## src/rtl/ctrl_pipe_pkg.sv

```systemverilog
// Shared definitions for the ctrl_pipe control pipeline: bundle layouts,
// stage widths, FSM encoding and the saturating squash counter helper.
package ctrl_pipe_pkg;

  localparam int unsigned EX_W  = 5;
  localparam int unsigned MEM_W = 7;

  // EX bundle {aluop[2:0], memread, memwrite}
  localparam int unsigned EX_ALUOP_LSB = 2;
  localparam int unsigned EX_ALUOP_W   = 3;
  localparam int unsigned EX_MEMREAD   = 1;
  localparam int unsigned EX_MEMWRITE  = 0;

  // MEM bundle {regwrite, memtoreg, pctoreg, jump, jumpmem, branchn, branchz}
  localparam int unsigned MEM_REGWRITE = 6;
  localparam int unsigned MEM_MEMTOREG = 5;
  localparam int unsigned MEM_PCTOREG  = 4;
  localparam int unsigned MEM_JUMP     = 3;
  localparam int unsigned MEM_JUMPMEM  = 2;
  localparam int unsigned MEM_BRANCHN  = 1;
  localparam int unsigned MEM_BRANCHZ  = 0;

  localparam int unsigned IDEX_W  = 1 + EX_W + MEM_W;
  localparam int unsigned EXMEM_W = 1 + MEM_W + 2;
  localparam int unsigned MEMWB_W = 4;

  typedef enum logic {
    ST_RUN    = 1'b0,
    ST_SQUASH = 1'b1
  } state_e;

  function automatic logic [7:0] sat_add8(input logic [7:0] a, input logic [1:0] b);
    logic [8:0] s;
    s = {1'b0, a} + {7'b0, b};
    return s[8] ? 8'hFF : s[7:0];
  endfunction

endpackage

```

## src/rtl/ctrl_pipe_if.sv

```systemverilog
// Decoder-side inputs and pipeline control outputs of ctrl_pipe.
interface ctrl_pipe_if;
  import ctrl_pipe_pkg::*;

  logic             in_valid;
  logic [EX_W-1:0]  ex_in;
  logic [MEM_W-1:0] mem_in;
  logic             stall;
  logic             alu_n;
  logic             alu_z;
  logic [2:0]       ex_aluop;
  logic             ex_memread;
  logic             ex_memwrite;
  logic             mem_jump;
  logic             mem_jumpmem;
  logic             redirect;
  logic             wb_regwrite;
  logic             wb_memtoreg;
  logic             wb_pctoreg;
  logic [7:0]       squash_cnt;

  modport master (
    output in_valid, ex_in, mem_in, stall, alu_n, alu_z,
    input  ex_aluop, ex_memread, ex_memwrite, mem_jump, mem_jumpmem,
           redirect, wb_regwrite, wb_memtoreg, wb_pctoreg, squash_cnt
  );

  modport slave (
    input  in_valid, ex_in, mem_in, stall, alu_n, alu_z,
    output ex_aluop, ex_memread, ex_memwrite, mem_jump, mem_jumpmem,
           redirect, wb_regwrite, wb_memtoreg, wb_pctoreg, squash_cnt
  );
endinterface

```

## src/rtl/ctrl_stage_reg.sv

```systemverilog
// Pipeline stage register: reset/bubble clear to zero, load takes d_i, else hold.
module ctrl_stage_reg #(
  parameter int unsigned WIDTH = 1
) (
  input  logic             clk,
  input  logic             rst,
  input  logic             load_i,
  input  logic             bubble_i,
  input  logic [WIDTH-1:0] d_i,
  output logic [WIDTH-1:0] q_o
);
  logic [WIDTH-1:0] q_q;

  always_ff @(posedge clk) begin
    if (rst || bubble_i) q_q <= '0;
    else if (load_i)     q_q <= d_i;
  end

  assign q_o = q_q;
endmodule

```

## src/rtl/ctrl_pipe.sv

```systemverilog
// Three-stage control pipeline (ID/EX, EX/MEM, MEM/WB) with stall hold,
// redirect-driven squash of younger instructions and a saturating squash counter.
module ctrl_pipe
  import ctrl_pipe_pkg::*;
(
  input logic        clk,
  input logic        rst,
  ctrl_pipe_if.slave bus
);
  logic [IDEX_W-1:0]  idex_q;
  logic [EXMEM_W-1:0] exmem_q;
  logic [MEMWB_W-1:0] memwb_q;
  state_e             state_q;
  logic [7:0]         squash_cnt_q;

  logic             idex_v, em_v, em_n, em_z, wb_v;
  logic [EX_W-1:0]  idex_ex;
  logic [MEM_W-1:0] idex_mem, em_mem;
  logic             redirect, accept;
  logic [1:0]       squash_inc;

  assign idex_v   = idex_q[IDEX_W-1];
  assign idex_ex  = idex_q[MEM_W +: EX_W];
  assign idex_mem = idex_q[0 +: MEM_W];
  assign em_v     = exmem_q[EXMEM_W-1];
  assign em_mem   = exmem_q[2 +: MEM_W];
  assign em_n     = exmem_q[1];
  assign em_z     = exmem_q[0];
  assign wb_v     = memwb_q[3];

  assign redirect = em_v & (em_mem[MEM_JUMP] | em_mem[MEM_JUMPMEM] |
                            (em_mem[MEM_BRANCHN] & em_n) | (em_mem[MEM_BRANCHZ] & em_z));
  assign accept   = bus.in_valid & ~bus.stall & (state_q == ST_RUN) & ~redirect;

  // Redirect dominates stall: IDEX only holds when stalled without a redirect.
  ctrl_stage_reg #(.WIDTH(IDEX_W)) u_idex (
    .clk(clk), .rst(rst),
    .load_i(accept),
    .bubble_i(redirect | (~bus.stall & ~accept)),
    .d_i({1'b1, bus.ex_in, bus.mem_in}),
    .q_o(idex_q)
  );

  ctrl_stage_reg #(.WIDTH(EXMEM_W)) u_exmem (
    .clk(clk), .rst(rst),
    .load_i(1'b1),
    .bubble_i(redirect | bus.stall),
    .d_i({idex_v, idex_mem, bus.alu_n, bus.alu_z}),
    .q_o(exmem_q)
  );

  ctrl_stage_reg #(.WIDTH(MEMWB_W)) u_memwb (
    .clk(clk), .rst(rst),
    .load_i(1'b1),
    .bubble_i(1'b0),
    .d_i({em_v, em_mem[MEM_REGWRITE], em_mem[MEM_MEMTOREG], em_mem[MEM_PCTOREG]}),
    .q_o(memwb_q)
  );

  always_comb begin
    squash_inc = '0;
    if (redirect)                  squash_inc = {1'b0, idex_v} + {1'b0, bus.in_valid};
    else if (state_q == ST_SQUASH) squash_inc = {1'b0, bus.in_valid};
  end

  always_ff @(posedge clk) begin
    if (rst) begin
      state_q      <= ST_RUN;
      squash_cnt_q <= '0;
    end else begin
      case (state_q)
        ST_RUN:    if (redirect) state_q <= ST_SQUASH;
        ST_SQUASH: state_q <= ST_RUN;
        default:   state_q <= ST_RUN;
      endcase
      squash_cnt_q <= sat_add8(squash_cnt_q, squash_inc);
    end
  end

  assign bus.ex_aluop    = idex_v ? idex_ex[EX_ALUOP_LSB +: EX_ALUOP_W] : '0;
  assign bus.ex_memread  = idex_v & idex_ex[EX_MEMREAD];
  assign bus.ex_memwrite = idex_v & idex_ex[EX_MEMWRITE];
  assign bus.mem_jump    = em_v & em_mem[MEM_JUMP];
  assign bus.mem_jumpmem = em_v & em_mem[MEM_JUMPMEM];
  assign bus.redirect    = redirect;
  assign bus.wb_regwrite = wb_v & memwb_q[2];
  assign bus.wb_memtoreg = wb_v & memwb_q[1];
  assign bus.wb_pctoreg  = wb_v & memwb_q[0];
  assign bus.squash_cnt  = squash_cnt_q;
endmodule

```

## src/flat_wrapper.sv

```systemverilog
// flat-port wrapper written by rule: the top's interface ports become plain ports
module ctrl_pipe_flat import ctrl_pipe_pkg::*;
  (clk, rst, bus_in_valid, bus_ex_in, bus_mem_in, bus_stall, bus_alu_n, bus_alu_z, bus_ex_aluop, bus_ex_memread, bus_ex_memwrite, bus_mem_jump, bus_mem_jumpmem, bus_redirect, bus_wb_regwrite, bus_wb_memtoreg, bus_wb_pctoreg, bus_squash_cnt);
  ctrl_pipe_if bus_i ();
  input logic clk;
  input logic rst;
  input wire logic [$bits(bus_i.in_valid)-1:0] bus_in_valid;
  input wire logic [$bits(bus_i.ex_in)-1:0] bus_ex_in;
  input wire logic [$bits(bus_i.mem_in)-1:0] bus_mem_in;
  input wire logic [$bits(bus_i.stall)-1:0] bus_stall;
  input wire logic [$bits(bus_i.alu_n)-1:0] bus_alu_n;
  input wire logic [$bits(bus_i.alu_z)-1:0] bus_alu_z;
  output wire logic [$bits(bus_i.ex_aluop)-1:0] bus_ex_aluop;
  output wire logic [$bits(bus_i.ex_memread)-1:0] bus_ex_memread;
  output wire logic [$bits(bus_i.ex_memwrite)-1:0] bus_ex_memwrite;
  output wire logic [$bits(bus_i.mem_jump)-1:0] bus_mem_jump;
  output wire logic [$bits(bus_i.mem_jumpmem)-1:0] bus_mem_jumpmem;
  output wire logic [$bits(bus_i.redirect)-1:0] bus_redirect;
  output wire logic [$bits(bus_i.wb_regwrite)-1:0] bus_wb_regwrite;
  output wire logic [$bits(bus_i.wb_memtoreg)-1:0] bus_wb_memtoreg;
  output wire logic [$bits(bus_i.wb_pctoreg)-1:0] bus_wb_pctoreg;
  output wire logic [$bits(bus_i.squash_cnt)-1:0] bus_squash_cnt;
  assign bus_i.in_valid = bus_in_valid;
  assign bus_i.ex_in = bus_ex_in;
  assign bus_i.mem_in = bus_mem_in;
  assign bus_i.stall = bus_stall;
  assign bus_i.alu_n = bus_alu_n;
  assign bus_i.alu_z = bus_alu_z;
  assign bus_ex_aluop = bus_i.ex_aluop;
  assign bus_ex_memread = bus_i.ex_memread;
  assign bus_ex_memwrite = bus_i.ex_memwrite;
  assign bus_mem_jump = bus_i.mem_jump;
  assign bus_mem_jumpmem = bus_i.mem_jumpmem;
  assign bus_redirect = bus_i.redirect;
  assign bus_wb_regwrite = bus_i.wb_regwrite;
  assign bus_wb_memtoreg = bus_i.wb_memtoreg;
  assign bus_wb_pctoreg = bus_i.wb_pctoreg;
  assign bus_squash_cnt = bus_i.squash_cnt;
  ctrl_pipe u_core (.clk(clk), .rst(rst), .bus(bus_i));
endmodule
```

## config.mk

```make
export PLATFORM = sky130hd
export DESIGN_NAME = ctrl_pipe_flat
export DESIGN_NICKNAME = d
export VERILOG_FILES = /design/src/rtl/ctrl_pipe_pkg.sv /design/src/rtl/ctrl_pipe_if.sv /design/src/rtl/ctrl_stage_reg.sv /design/src/rtl/ctrl_pipe.sv /design/src/flat_wrapper.sv
export SDC_FILE = /design/constraint.sdc
export NUM_CORES = 1
export LEC_CHECK = 0
export ABC_AREA = 1
export CAP_MARGIN = 30
export CORE_MARGIN = 3
export CORE_UTILIZATION = 52
export CTS_CLUSTER_DIAMETER = 80
export DETAILED_ROUTE_END_ITERATION = 7
export PLACE_DENSITY = 0.83
export SETUP_SLACK_MARGIN = 0.4
export SLEW_MARGIN = 20
export SYNTH_ARGS = -nofsm -noshare
export SYNTH_HDL_FRONTEND = slang
export SYNTH_SLANG_ARGS = --single-unit
```

## constraint.sdc

```tcl
create_clock -name clk -period 3.3 [get_ports clk]
set_input_delay 0.66 -clock clk [delete_from_list [all_inputs] [get_ports clk]]
set_output_delay 0.66 -clock clk [all_outputs]
set_load 0.01 [all_outputs]
```

==> metrics <==
Die ar.=~3700 um^2; clock skew=0.00413 ns; via/cell ratio=~4.8; clock buffer count from CTS=5; status=finished, final reports clean; Die Wd=roughly 60 um; setup ws final=0.802 ns; total negative slack=0 ns; DRT Pass-1 Iters=4; CP Capture Type=register; reg2reg path depth=14; CP Launch Type=input pin; synthesized cell area=~1600 um^2; post-synthesis sequential area ratio=45.8%; area grow syn2layout=26.8%; largest net degree at the start of global routing=18; commonest non-fill, non-tap cell in the layout=nand2_1; final number of setup-violating endpoints=0; Vias=1273; Total Routing Usage GR=between 10% and 20%; GR Overflow Total=0; Synth Flop Type=dfxtp_1; final hold violations=0; Final ANT Viol Nets=0; DPL Wire Length=around 2100 um; Clk Latency, worst-skew pair=roughly 0.34 ns; most frequent cells in the layout=nand2_1 (40), inv_1 (39), clkdlybuf4s50_1 (36), dfxtp_1 (36), nor2_1 (19); initial antenna violation count=0; fin. max-slew vios=0; CP Data Required Time=3.60 ns; Worst Setup SP=bus_in_valid; worst reg-to-reg setup slack=1.05 ns; worst hold slack=~0.41 ns; Final nets=around 260; Core Footprint=around 2800 um^2; Placed Instances=258; Mapped Nets=roughly 220; Slew HR=a little under two thirds; Place WS=approximately 0.47 ns; Post-synth EDFFs=0; WL final=2850 um; Static Leak=between 0.8 and 0.9 nW; Post-Layout Cell Count=approximately 270; min-delay worst type=reg2reg; first-pass GRT wire length=a little under 5000 um; Setup CP Type=in2reg; RR Startpoint=u_core.u_exmem.q_o[9]; CTS H-tree lvls=2; max cap viols=0; Tot Pwr=~0.81 mW; die height=roughly 61 um; post-synthesis instance total=just under 200; fin crit period=2.50 ns; DR WL/cell=around 11 um; Ports=37; cts hold-fix bufs=0; vias in the first global route=1150; fmax=400 MHz; drt drc=0; CTS Root Cell=clkbuf_4; Synth async-reset ratio=0%; Tightest Pin Transition=between 0.5 and 0.6 ns; Post-Syn Area per Cell=8.04 um^2; RSZ-0062 raised after global routing=no; Critical Path AT=about 2.8 ns; FF-to-FF End=u_core.bus.squash_cnt[5]; total clock sinks=36; diode count=0; post-CTS setup buffers=0; post-CTS sizing=0; Bufs on Longest Clock Path=2; pwr/cell area=between 400 and 500 nW/um^2; Starting Density=55.7%; CP max FO=6; post-synthesis cell type count=24; DRC marker count from the first detailed-route iteration=40; floorplan row count=19; Yosys reg bits=36; CTS tree=built; Port Buffers=36; layout cells sized above 1=about 14%; Final GP Congestion=roughly 0.87; yosys warns=0; clock slew at reported path FFs=0.10 ns; maximum vdd drop=0.254 mV; crit path capture=u_core.bus.squash_cnt[5]; final cycle utilization of the critical path=between 70 and 80%
registers in the layout, indices dropped and copies added, names as in the netlist:
register and cells:
u_core.bus.squash_cnt 8, u_core.state_q 1, u_core.u_exmem.q_o 10, u_core.u_idex.q_o 13, u_core.u_memwb.q_o 4
area by class of cell:
class / count / area, um^2
fill: 245 / 831
sequential: 36 / 721
multi-input combinational: 115 / 652
timing repair buffer: 36 / 360
inverter: 40 / 150
clock buffer: 6 / 41.3
tap: 31 / 38.8
clock inverter: 2 / 35.0
per-stage QoR:
step | area, um^2 | utilization (%)
3_3_place_gp | 1920 | 67.9
6_report | 2000 | 70.6
5_1_grt | 2000 | 70.6
2_1_floorplan | 1580 | -
3_5_place_dp | 1920 | 67.9
4_1_cts | 2000 | 70.6
power by group:
part	leakage, nW	internal (mW)	switching (mW)
sequential	0.292	0.443	0.00537
combinational	0.551	0.0292	0.0280
clock	0.0422	0.159	0.145
total	0.885	0.631	0.178
logic make-up after synthesis:
group,count (synthesis),share of synthesized area [%]
simple gates,88,27.0
flops,36,45.8
xor+xnor,2,1.11
compound gates,21,9.61
buf+inv,45,12.9
fa+ha+maj,4,3.65
worst max-delay path: stages:
cell and delay (ns):
clkdlybuf4s50_1 0.45, ha_1 0.29, nand2_1 0.05, nand2_1 0.06, ha_1 0.15, inv_1 0.06, fa_1 0.40, inv_1 0.09
nand2_1 0.08, nor2_4 0.14, nand3_2 0.14, nand3_1 0.10, nand2_1 0.05, inv_1 0.05
layer usage:
metal	vias to the layer above	share of wire (%)	global-route usage, %
met4	0	1.7	6.50
li1	670	-	-
met2	36	45	29.0
met1	560	48	21.8
met3	7	5.2	6.50
met5	-	0	0
cell usage after synthesis, types with 2 or more instances:
cell / n / share of area, %
xor2_1: 2 / 1.1
nand3_2: 6 / 3.8
nand3_1: 16 / 5.1
a21oi_2: 11 / 6.1
a21oi_1: 7 / 2.2
ha_1: 3 / 2.4
dfxtp_1: 36 / 46
inv_1: 39 / 9.3
buf_6: 3 / 2.1
nand2_1: 40 / 9.5
nor2_1: 19 / 4.5
o21ai_0: 2 / 0.64
worst min path at each step:
stage                       endpoint  slack (ns)             startpoint  depth (start not counted)
6_report       u_core.u_memwb.q_o[2]        0.41  u_core.u_exmem.q_o[8]                          2
5_1_grt        u_core.u_memwb.q_o[2]        0.44  u_core.u_exmem.q_o[8]                          2
4_1_cts        u_core.u_memwb.q_o[2]        0.41  u_core.u_exmem.q_o[8]                          2
3_5_place_dp   u_core.u_memwb.q_o[2]        0.40  u_core.u_exmem.q_o[8]                          2
3_3_place_gp   u_core.u_memwb.q_o[1]        0.39  u_core.u_exmem.q_o[7]                          2
2_1_floorplan  u_core.u_memwb.q_o[0]        0.39  u_core.u_exmem.q_o[6]                          2
Note: power is estimated with default switching activity, not from simulation.
